### config.mk
export PLATFORM = sky130hd
export DESIGN_NAME = aux_cnt_gen
export DESIGN_NICKNAME = d
export VERILOG_FILES = /design/src/rtl/aux_cnt_gen.sv
export SDC_FILE = /design/constraint.sdc
export NUM_CORES = 1
export LEC_CHECK = 0
export ABC_AREA = 1
export CORE_ASPECT_RATIO = 1.25
export CORE_UTILIZATION = 35
export CTS_BUF_LIST = sky130_fd_sc_hd__clkbuf_8 sky130_fd_sc_hd__clkbuf_16
export DETAILED_ROUTE_END_ITERATION = 10
export SKIP_CTS_REPAIR_TIMING = 1
export SLEW_MARGIN = 5
export SYNTH_ARGS = -nofsm -noshare
export SYNTH_HDL_FRONTEND = slang
export SYNTH_SLANG_ARGS = --single-unit
### constraint.sdc
create_clock -name clk -period 1.5 [get_ports clk]
set_input_delay 0.45 -clock clk [delete_from_list [all_inputs] [get_ports clk]]
set_output_delay 0.45 -clock clk [all_outputs]
set_load 0.03 [all_outputs]
### src/rtl/aux_cnt_gen.sv
// Auxiliary sequence counter: steps 0..sz_q on en_i strobes, then pulses done_o.
// Protocol-error detection on err_o is built only when AUX_CNT_ERR_EN is defined.
//
// state | meaning
// IDLE  | waiting for start_i; aux_reg_o holds the last final count
// RUN   | counting on en_i strobes toward the captured terminal index
// DONE  | single-cycle completion pulse, then back to IDLE
module aux_cnt_gen (
   input  logic       clk,
   input  logic       rst,
   input  logic       start_i,
   input  logic       en_i,
   input  logic [5:0] sz_full_i,
   output logic [5:0] aux_reg_o,
   output logic       busy_o,
   output logic       last_o,
   output logic       done_o,
   output logic       err_o
);

   typedef enum logic [1:0] {
      ST_IDLE = 2'b00,
      ST_RUN  = 2'b01,
      ST_DONE = 2'b10
   } state_t;

   state_t     state_q, state_d;
   logic [5:0] aux_q, aux_d;
   logic [5:0] sz_q, sz_d;
   logic       at_term;

   assign at_term = (aux_q == sz_q);

   always_ff @(posedge clk) begin
      if (rst) begin
         state_q <= ST_IDLE;
         aux_q   <= 6'd0;
         sz_q    <= 6'd0;
      end else begin
         state_q <= state_d;
         aux_q   <= aux_d;
         sz_q    <= sz_d;
      end
   end

   always_comb begin
      state_d = state_q;
      aux_d   = aux_q;
      sz_d    = sz_q;
      case (state_q)
         ST_IDLE: begin
            if (start_i) begin
               sz_d    = sz_full_i;
               aux_d   = 6'd0;
               state_d = ST_RUN;
            end
         end
         ST_RUN: begin
            // Terminal compare happens before increment, so aux never passes sz_q.
            if (en_i) begin
               if (at_term) begin
                  state_d = ST_DONE;
               end else begin
                  aux_d = aux_q + 6'd1;
               end
            end
         end
         ST_DONE: begin
            state_d = ST_IDLE;
         end
         default: begin
            state_d = ST_IDLE;
         end
      endcase
   end

   always_comb begin
      busy_o    = 1'b0;
      last_o    = 1'b0;
      done_o    = 1'b0;
      aux_reg_o = aux_q;
      case (state_q)
         ST_RUN: begin
            busy_o = 1'b1;
            last_o = at_term;
         end
         ST_DONE: begin
            busy_o = 1'b1;
            done_o = 1'b1;
         end
         default: begin
            busy_o = 1'b0;
         end
      endcase
   end

`ifdef AUX_CNT_ERR_EN
   logic err_q, err_d;

   // An accepted start both sets (zero size) and clears (non-zero size) the flag.
   always_comb begin
      err_d = err_q;
      if (start_i) begin
         if (state_q == ST_IDLE) begin
            err_d = (sz_full_i == 6'd0);
         end else begin
            err_d = 1'b1;
         end
      end
   end

   always_ff @(posedge clk) begin
      if (rst) begin
         err_q <= 1'b0;
      end else begin
         err_q <= err_d;
      end
   end

   assign err_o = err_q;
`else
   assign err_o = 1'b0;
`endif

endmodule
==> results.cfg, run 1 <==
[run_status]
status = finished with violations
failed_checks = setup timing

[pwr]
power_per_cell_area_mw_per_mm2 = 1660
pwr-share-comb = 0.572
ir_drop_uv = 1020
clockPowerShare = 0.167
p_seq_frac = 0.260
p_leak_nw = 0.627
power.switching_mw = 0.916
p_int_mw = 1.25
switching_share = 0.423

[drt]
antenna_left = 0
first_iter_violations = 45
top_layer = met4
totalWireLength_um = 2050
drc = 0
met3WireLength_um = 84
vias_per_cell = 4.69
via_count = 886
wl_met1_um = 872
routed-wl-met2_um = 1080
drtPass1Iterations = 4
wl_per_cell_um = 10.9

[worst_setup_path]
startpoint_type = register
path_class = register to output pin
worst_ep_required_time_ns = 1.05
crit_chain = inv_2, nand2_1, nand2_1, nor2_4, nand4_4, inv_4, buf_6
critical-path-slowest-cell = dfxtp_4
critPathMaxFanout = 3
crit_path_end_kind = output pin
crit_family = simple AND/OR/NAND/NOR gates
max_stage_delay_ns = 0.35
crit_top_cell = nand2_1
path_buf_inv = 3
crit_arrival_ns = 1.22

[sta]
finalSetupViolCount = 2
hold_violations = 0
rsz0062_at_grt = true
layout_setup_ws_ns = -0.169
fin_skew_ns = 0.00144
min_period_over_period = 1.11
hold_ws_ns = 0.467
finalCriticalPeriod_ns = 1.67
drv_slew = 0
tns_ns = -0.242
max_freq_mhz = 599

[placement]
gp_congestion = 0.855
dpl.hpwl_um = 1540
dp_slack_ns = -0.133
port-buffer-count = 18

[floorplan]
io_pins = 20
start_util = 0.374
num_rows = 19
die_x_um = 45.4
dieArea_mm2 = 0.00256
die_y_um = 56.3
core-area_mm2 = 0.00221

[run]
drv_cap = 0

[global_routing]
grt_max_degree = 13
grt_remaining_overflow = 0
grt_pass1_vias = 795
grt_pass1_wl_um = 3330
antenna_found_initial = 0
grt.total_usage = 0.176

[clock_tree]
clkSlewWorstSetupHoldPaths_ns = 0.06
cts_tree = yes
cts_max_path_buffers = 2
cts_inserted_buffers = 3
clkLatencyLatePin_ns = 0.24
cts_sinks = 14
root_buffer = clkbuf_8
htreeDepth = 1

[layout]
drive_gt1_frac = 0.348
area_growth_pct = 57.6
nets = 173
antenna_cells = 0

[yosys]
syn_area_um2 = 826
syn_area_per_cell_um2 = 6.66
synth_seq_cells = 14
ys_seq_area_frac = 0.339
syn-num-nets = 138
synth.distinct_cells = 21
syn_inst = 124
yosysWarnings = 0

[hold_path]
holdCritPathClass = register to register
[state kept, by name, indices dropped and copies added, names as in the netlist]
register / cells
sz_q: 6
aux_reg_o: 6
state_q: 2
[power by group through the flow]
| stage | clock network, mW | registers (mW) | logic, mW |
|---|---|---|---|
| global placement | 0 | 0.558 | 1.07 |
| finish | 0.362 | 0.564 | 1.24 |
| CTS | 0.374 | 0.553 | 1.10 |
| floorplan | 0 | 0.654 | 0.622 |
| detailed placement | 0 | 0.559 | 1.09 |
| global route | 0.390 | 0.573 | 1.34 |
[layout make-up]
| type | count | area, µm² |
|---|---|---|
| inverters | 19 | 78.8 |
| flip-flops and latches | 14 | 302 |
| fillers | 216 | 910 |
| clock buffers | 4 | 55.1 |
| multi-input cells | 88 | 518 |
| well taps | 31 | 38.8 |
| repair buffers | 33 | 309 |
[placed cells by master, fill, tap and decap left out, drive strengths merged]
| cell | synthesis | layout |
|---|---|---|
| nand2 | 35 | 35 |
| a21oi | 14 | 14 |
| clkdlybuf4s50 | 0 | 9 |
| nand3 | 11 | 11 |
| or2 | 1 | 1 |
| nor3b | 1 | 1 |
| o22ai | 1 | 1 |
| dlymetal6s2s | 0 | 4 |
| inv | 18 | 18 |
| nand4 | 4 | 4 |
| clkinv | 1 | 1 |
| ha | 4 | 4 |
| dfxtp | 14 | 14 |
| clkbuf | 1 | 4 |
| o21ai | 7 | 7 |
| nor2 | 9 | 9 |
| buf | 2 | 20 |
| conb | 1 | 1 |
[Yosys cell counts, drive strengths merged]
library cell / count / area share
o22ai: 1 / 0.015
dfxtp: 14 / 0.34
nand2: 35 / 0.16
or2: 1 / 0.0076
a21oi: 14 / 0.085
nor3b: 1 / 0.0091
nor2: 9 / 0.053
nand4: 4 / 0.048
buf: 2 / 0.015
o21ai: 7 / 0.042
inv: 18 / 0.082
nand3: 11 / 0.067
conb: 1 / 0.0045
clkinv: 1 / 0.0045
ha: 4 / 0.061
clkbuf: 1 / 0.0045
[routing by layer]
layer	track usage	vias to the layer above
met1	0.221	400
met4	0.0779	0
met5	0	-
li1	-	462
met3	0.0193	2
met2	0.290	22
[cell families after synthesis]
group,after synthesis,share of synthesized area
other,1,0.00454
and+or+nand+nor,61,0.347
buffers and inverters,22,0.106
adders and majority gates,4,0.0606
AOI/OAI and AO/OA,22,0.142
DFF,14,0.339
[through the flow]
step / area, µm² / cells / power [mW] / util
after floorplan: 846 / 124 / 1.28 / -
after CTS: 1200 / 189 / 2.02 / 0.544
after detailed placement: 1150 / 185 / 1.65 / 0.520
after global routing: 1300 / 189 / 2.31 / 0.589
final: 1300 / 189 / 2.17 / 0.589
after global placement: 1150 / 185 / 1.63 / 0.520
[worst reg2reg max path: stages, from the launching register on]
cell	delay [ns]
dfxtp_2	0.34
buf_6	0.12
inv_6	0.06
ha_4	0.14
inv_1	0.05
o22ai_2	0.15
clkinv_1	0.16
nand2_1	0.12
nand2_1	0.06
a21oi_1	0.16
[worst paths after layout]
kind	from	endpoint	slack (ns)	depth (start not counted)
setup / recovery	aux_reg_o[4]$_SDFFE_PP0P_	last_o	-0.17	7
hold / removal	sz_q[2]$_SDFFE_PP0P_	sz_q[2]$_SDFFE_PP0P_	0.47	2
setup reg to reg	state_q[0]$_SDFFE_PP0P_	state_q[0]$_SDFFE_PP0P_	0.06	9
hold reg to reg	sz_q[2]$_SDFFE_PP0P_	sz_q[2]$_SDFFE_PP0P_	0.47	2
Note: power is estimated with default switching activity, not from simulation.
==> inputs of run 2 (changes only) <==
--- a/config.mk
+++ b/config.mk
@@ -8,7 +8,7 @@
 export ABC_AREA = 1
 export CORE_ASPECT_RATIO = 1.25
 export CORE_UTILIZATION = 35
-export CTS_BUF_LIST = sky130_fd_sc_hd__clkbuf_8 sky130_fd_sc_hd__clkbuf_16
+export CTS_BUF_LIST = sky130_fd_sc_hd__clkbuf_8
 export DETAILED_ROUTE_END_ITERATION = 10
 export SKIP_CTS_REPAIR_TIMING = 1
 export SLEW_MARGIN = 5
==> results of run 2 <==
No change in the layout: final DEF, timing and power equal those of run 1.
==> inputs of run 3 (changes only) <==
--- a/config.mk
+++ b/config.mk
@@ -11,7 +11,7 @@
 export CTS_BUF_LIST = sky130_fd_sc_hd__clkbuf_8
 export DETAILED_ROUTE_END_ITERATION = 10
 export SKIP_CTS_REPAIR_TIMING = 1
-export SLEW_MARGIN = 5
+export SLEW_MARGIN = 20
 export SYNTH_ARGS = -nofsm -noshare
 export SYNTH_HDL_FRONTEND = slang
 export SYNTH_SLANG_ARGS = --single-unit
==> results of run 3 <==
No change in the layout: final DEF, timing and power equal those of run 1.
==> RTL edit 1 (settings of run 2) <==
Re-encode `state_t` (3 states) as one-hot, 3 bits wide.
--- a/src/rtl/aux_cnt_gen.sv
+++ b/src/rtl/aux_cnt_gen.sv
@@ -18,10 +18,10 @@
    output logic       err_o
 );
 
-   typedef enum logic [1:0] {
-      ST_IDLE = 2'b00,
-      ST_RUN  = 2'b01,
-      ST_DONE = 2'b10
+   typedef enum logic [2:0] {
+      ST_IDLE = 3'b001,
+      ST_RUN  = 3'b010,
+      ST_DONE = 3'b100
    } state_t;
 
    state_t     state_q, state_d;
Formal check against the unedited RTL: same outputs for any inputs over 10 cycles, from zero or initial values and one cycle with rst high; not proved beyond that.
==> RTL edit 1 against run 2 <==
The flow still finishes with violations (negative setup slack); count of clock-buffer cells in the layout down 1; cell count up 1.6%; critical path depth unchanged; worst setup slack worse by 0.029 ns; register-to-register slack better by 0.02 ns; power down 21%; sequential cell count up 1; cell area down 0.87%; synthesized area up 6.7%; hold slack better by 0.0051 ns; routed wire length down 2.1%; largest cell class unchanged; largest power group unchanged.
==> RTL edit 1: results <==
export IMPL_synth_sequential_area_ratio=0.341
export IMPL_grt_max_degree=14
export IMPL_r2r_worst_path_cells=11
export IMPL_status="finished, violations left"
export IMPL_setup_ws_ns=-0.198
export IMPL_synth_cells_most_frequent="sky130_fd_sc_hd__nand2_1 (31), sky130_fd_sc_hd__inv_1 (16), sky130_fd_sc_hd__dfxtp_1 (15)"
export IMPL_worstPathArrival_ns=1.25
export IMPL_highest_layer="met4"
export IMPL_bufAreaShareNonClock=0.232
export IMPL_setup_worst_path_start="aux_reg_o[3]"
export IMPL_clkbuf_count=3
export IMPL_via_count_of_the_first_global_routing_pass=820
export IMPL_detailedPlacementHpwl_um=1490
export IMPL_rrSetupSlack_ns=0.08
export IMPL_violations="negative setup slack"
export IMPL_synth_seq_cells=15
export IMPL_h_tree_depth=1
export IMPL_holdCritStartpoint="sz_q[3]"
export IMPL_number_of_different_library_cells_in_the_post_synthesis_netlist=24
export IMPL_fin_worst_skew_ns=0.00254
export IMPL_total_area_of_multi_input_combinational_cells_um2=512
export IMPL_route_layer_met1_wl_um=895
export IMPL_setup_total_negative_slack_ns=-0.382
export IMPL_seq_cell_share=0.243
export IMPL_timing_final_setup_violations=2
export IMPL_min_delay_worst_endpoint="sz_q[3]"
export IMPL_peakVddDrop_v=0.000796
export IMPL_fillerInstances=230
export IMPL_grt_met1_usage=0.195
export IMPL_largest_cells_by_area_after_synthesis="sky130_fd_sc_hd__dfxtp_1 (34%), sky130_fd_sc_hd__nand2_1 (13%), sky130_fd_sc_hd__a21oi_1 (7.4%)"
export IMPL_inv_count=21
export IMPL_drtIter0Drc=21
export IMPL_dr_total_vias=883
export IMPL_dr_wl_met2_um=1040
export IMPL_grt_pass1_wl_um=3330
export IMPL_placement_row_count=19
export IMPL_pre_cts_ws_ns=-0.313
export IMPL_design_area_um2=1290
export IMPL_leakage_nw=0.620
export IMPL_peak_per_stage_delay_on_the_critical_path_ns=0.38
export IMPL_nonClockBufferCount=32
export IMPL_wirelength_um=2010
export IMPL_drive_gt1_frac=0.385
export IMPL_finalWeightedCongestion=0.812
export IMPL_cp_max_fo=5
export IMPL_groute_usage_overall=0.168
export IMPL_mappedNetlistNets=141
export IMPL_grtUsageMet3=0.0187
export IMPL_placement_cell_area_um2=1180
export IMPL_met3_wirelength_um=62
export IMPL_comb_multi_input_count=89
export IMPL_use_met2=0.296
export IMPL_clock_area_frac=0.0349
export IMPL_whs_path_depth=2
export IMPL_regToRegEndpoint="aux_reg_o[3]"
[RTL edit 1: cell types whose count changed in the layout (fill, tap and decap cells not counted), sizes merged, moves of 2 or more]
cell and delta:
nand3 +2, nand2 -2, inv +4, o21ai +2, nand4 -3, nor2 +2, ha -3, dlymetal6s2s -2
nor3 +2
[RTL edit 1: through the flow]
stage / instances / hold WS (ns)
finish: 192 / 0.472
global route: 192 / 0.498
CTS: 191 / 0.474
detailed placement: 187 / 0.465
global placement: 187 / 0.450
floorplan: 130 / 0.443
[RTL edit 1: cells by family after synthesis]
family,synth area share
other,0.00426
AO/OA/AOI/OAI,0.138
flip-flops,0.341
AND/OR/NAND/NOR,0.361
adder cells (fa/ha/maj),0.0142
buffers and inverters,0.142
[RTL edit 1: report_power, final]
group,switching [mW],internal [mW]
clock,0.138,0.181
sequential,0.0659,0.482
combinational,0.484,0.364
total,0.687,1.03
==> RTL edit 2 (config.mk and constraints of run 2) <==
Made on the original files. Build with the macro `AUX_CNT_ERR_EN` defined.
--- a/src/rtl/aux_cnt_gen.sv
+++ b/src/rtl/aux_cnt_gen.sv
@@ -5,6 +5,8 @@
 // IDLE  | waiting for start_i; aux_reg_o holds the last final count
 // RUN   | counting on en_i strobes toward the captured terminal index
 // DONE  | single-cycle completion pulse, then back to IDLE
+`define AUX_CNT_ERR_EN
+
 module aux_cnt_gen (
    input  logic       clk,
    input  logic       rst,
Behaviour: not the same (Yosys sat finds a counterexample within 4 cycles, from zero or initial values and one cycle with rst high).
==> RTL edit 2 against run 2 <==
The run still ends with negative setup slack left; worst setup slack lost 0.052 ns; via count grew 2.9%; sequential cell count up 1; clock skew grew 0.0056 ns; power is 1.1% lower; cell area fell by 1.3%; sequential power up 5.9%; fmax fell by 3.0%; synthesized area rose by 11%; critical path depth unchanged; routed wire length rose by 2.6%; critical path type unchanged; highest routed layer unchanged.
==> RTL edit 2: results <==
export IMPL_detailedPlacementHpwl_um=1700
export IMPL_comb_multi_input_count=92
export IMPL_antenna_cells_inserted=0
export IMPL_synthesis_instances=128
export IMPL_placedCellCount=187
export IMPL_finalWeightedCongestion=0.824
export IMPL_fin_util=0.524
export IMPL_avgViaCountPerCell=4.75
export IMPL_nonClockBufferCount=29
export IMPL_multi_input_logic_portion_of_the_cell_area=0.419
export IMPL_async_flop_share=0
export IMPL_drtIter0Drc=13
export IMPL_groute_usage_overall=0.175
export IMPL_synth_seq_cells=15
export IMPL_via_count_of_the_first_global_routing_pass=854
export IMPL_die_w_um=47.7
export IMPL_met3_wirelength_um=51
export IMPL_peakVddDrop_v=0.00102
export IMPL_holdCritStartpoint="sz_q[0]"
export IMPL_pre_cts_ws_ns=-0.181
export IMPL_leakage_nw=0.598
export IMPL_grt_max_degree=11
export IMPL_io_buffer_count=19
export IMPL_grt_pass1_wl_um=3450
export IMPL_cp_max_fo=5
export IMPL_min_delay_worst_endpoint="sz_q[0]"
export IMPL_powerClk_mw=0.335
export IMPL_seq_cell_power_mw=0.597
export IMPL_largest_cells_by_area_after_synthesis="sky130_fd_sc_hd__dfxtp_1 (33%), sky130_fd_sc_hd__nand2_1 (12%), sky130_fd_sc_hd__a21oi_1 (7.7%)"
export IMPL_number_of_different_library_cells_in_the_post_synthesis_netlist=23
export IMPL_clock_area_frac=0.0360
export IMPL_placement_cell_area_um2=1190
export IMPL_timing_final_setup_violations=2
export IMPL_dr_wl_met2_um=1040
export IMPL_finalHoldWorstSlack_ns=0.471
export IMPL_drive_gt1_frac=0.327
export IMPL_synth_area_in_xor_xnor=0
export IMPL_worstPathArrival_ns=1.27
export IMPL_drt_pass1_iter_count=4
export IMPL_synth_cells_most_frequent="sky130_fd_sc_hd__nand2_1 (30), sky130_fd_sc_hd__dfxtp_1 (15), sky130_fd_sc_hd__a21oi_1 (14)"
export IMPL_synth_compound_area_share=0.141
export IMPL_design_final_nets=174
export IMPL_status="finished, violations left"
export IMPL_average_routed_wire_per_standard_cell_um=11.0
export IMPL_power_switching_mw=0.956
export IMPL_post_synthesis_adder_cell_area_fraction=0.0548
export IMPL_fin_worst_skew_ns=0.00703
export IMPL_setup_ws_ns=-0.221
export IMPL_rrSetupSlack_ns=0.09
export IMPL_fillerInstances=280
export IMPL_wirelength_um=2110
export IMPL_peak_per_stage_delay_on_the_critical_path_ns=0.37
export IMPL_clkbuf_count=3
export IMPL_violations="negative setup slack"
## RTL edit 2: cell count changes after synthesis, sizes merged
cell	delta
a31oi	+1
buf	-1
conb	-1
dfxtp	+1
nand2	+1
nor2	+1
nor4	+1
o21ai	+1
## RTL edit 2: metal layers
layer / GRT usage / up-vias
met3: 0.0274 / 4
met5: 0 / -
met2: 0.292 / 12
met4: 0.0952 / 0
li1: - / 482
met1: 0.205 / 414
## RTL edit 2: worst max path at each step
stage	from	end	slack [ns]	cells past startpoint
floorplan	aux_reg_o[4]	last_o	0.01	6
global placement	start_i	state_q[1]	-0.16	6
detailed placement	start_i	state_q[1]	-0.18	6
CTS	state_q[0]	last_o	-0.29	4
global route	aux_reg_o[5]	last_o	-0.27	7
finish	aux_reg_o[5]	last_o	-0.22	7
## RTL edit 2: logic make-up after synthesis
group / count (synthesis)
buffers and inverters: 21
DFF: 15
adders and majority gates: 4
AOI/OAI and AO/OA: 24
and+or+nand+nor: 64
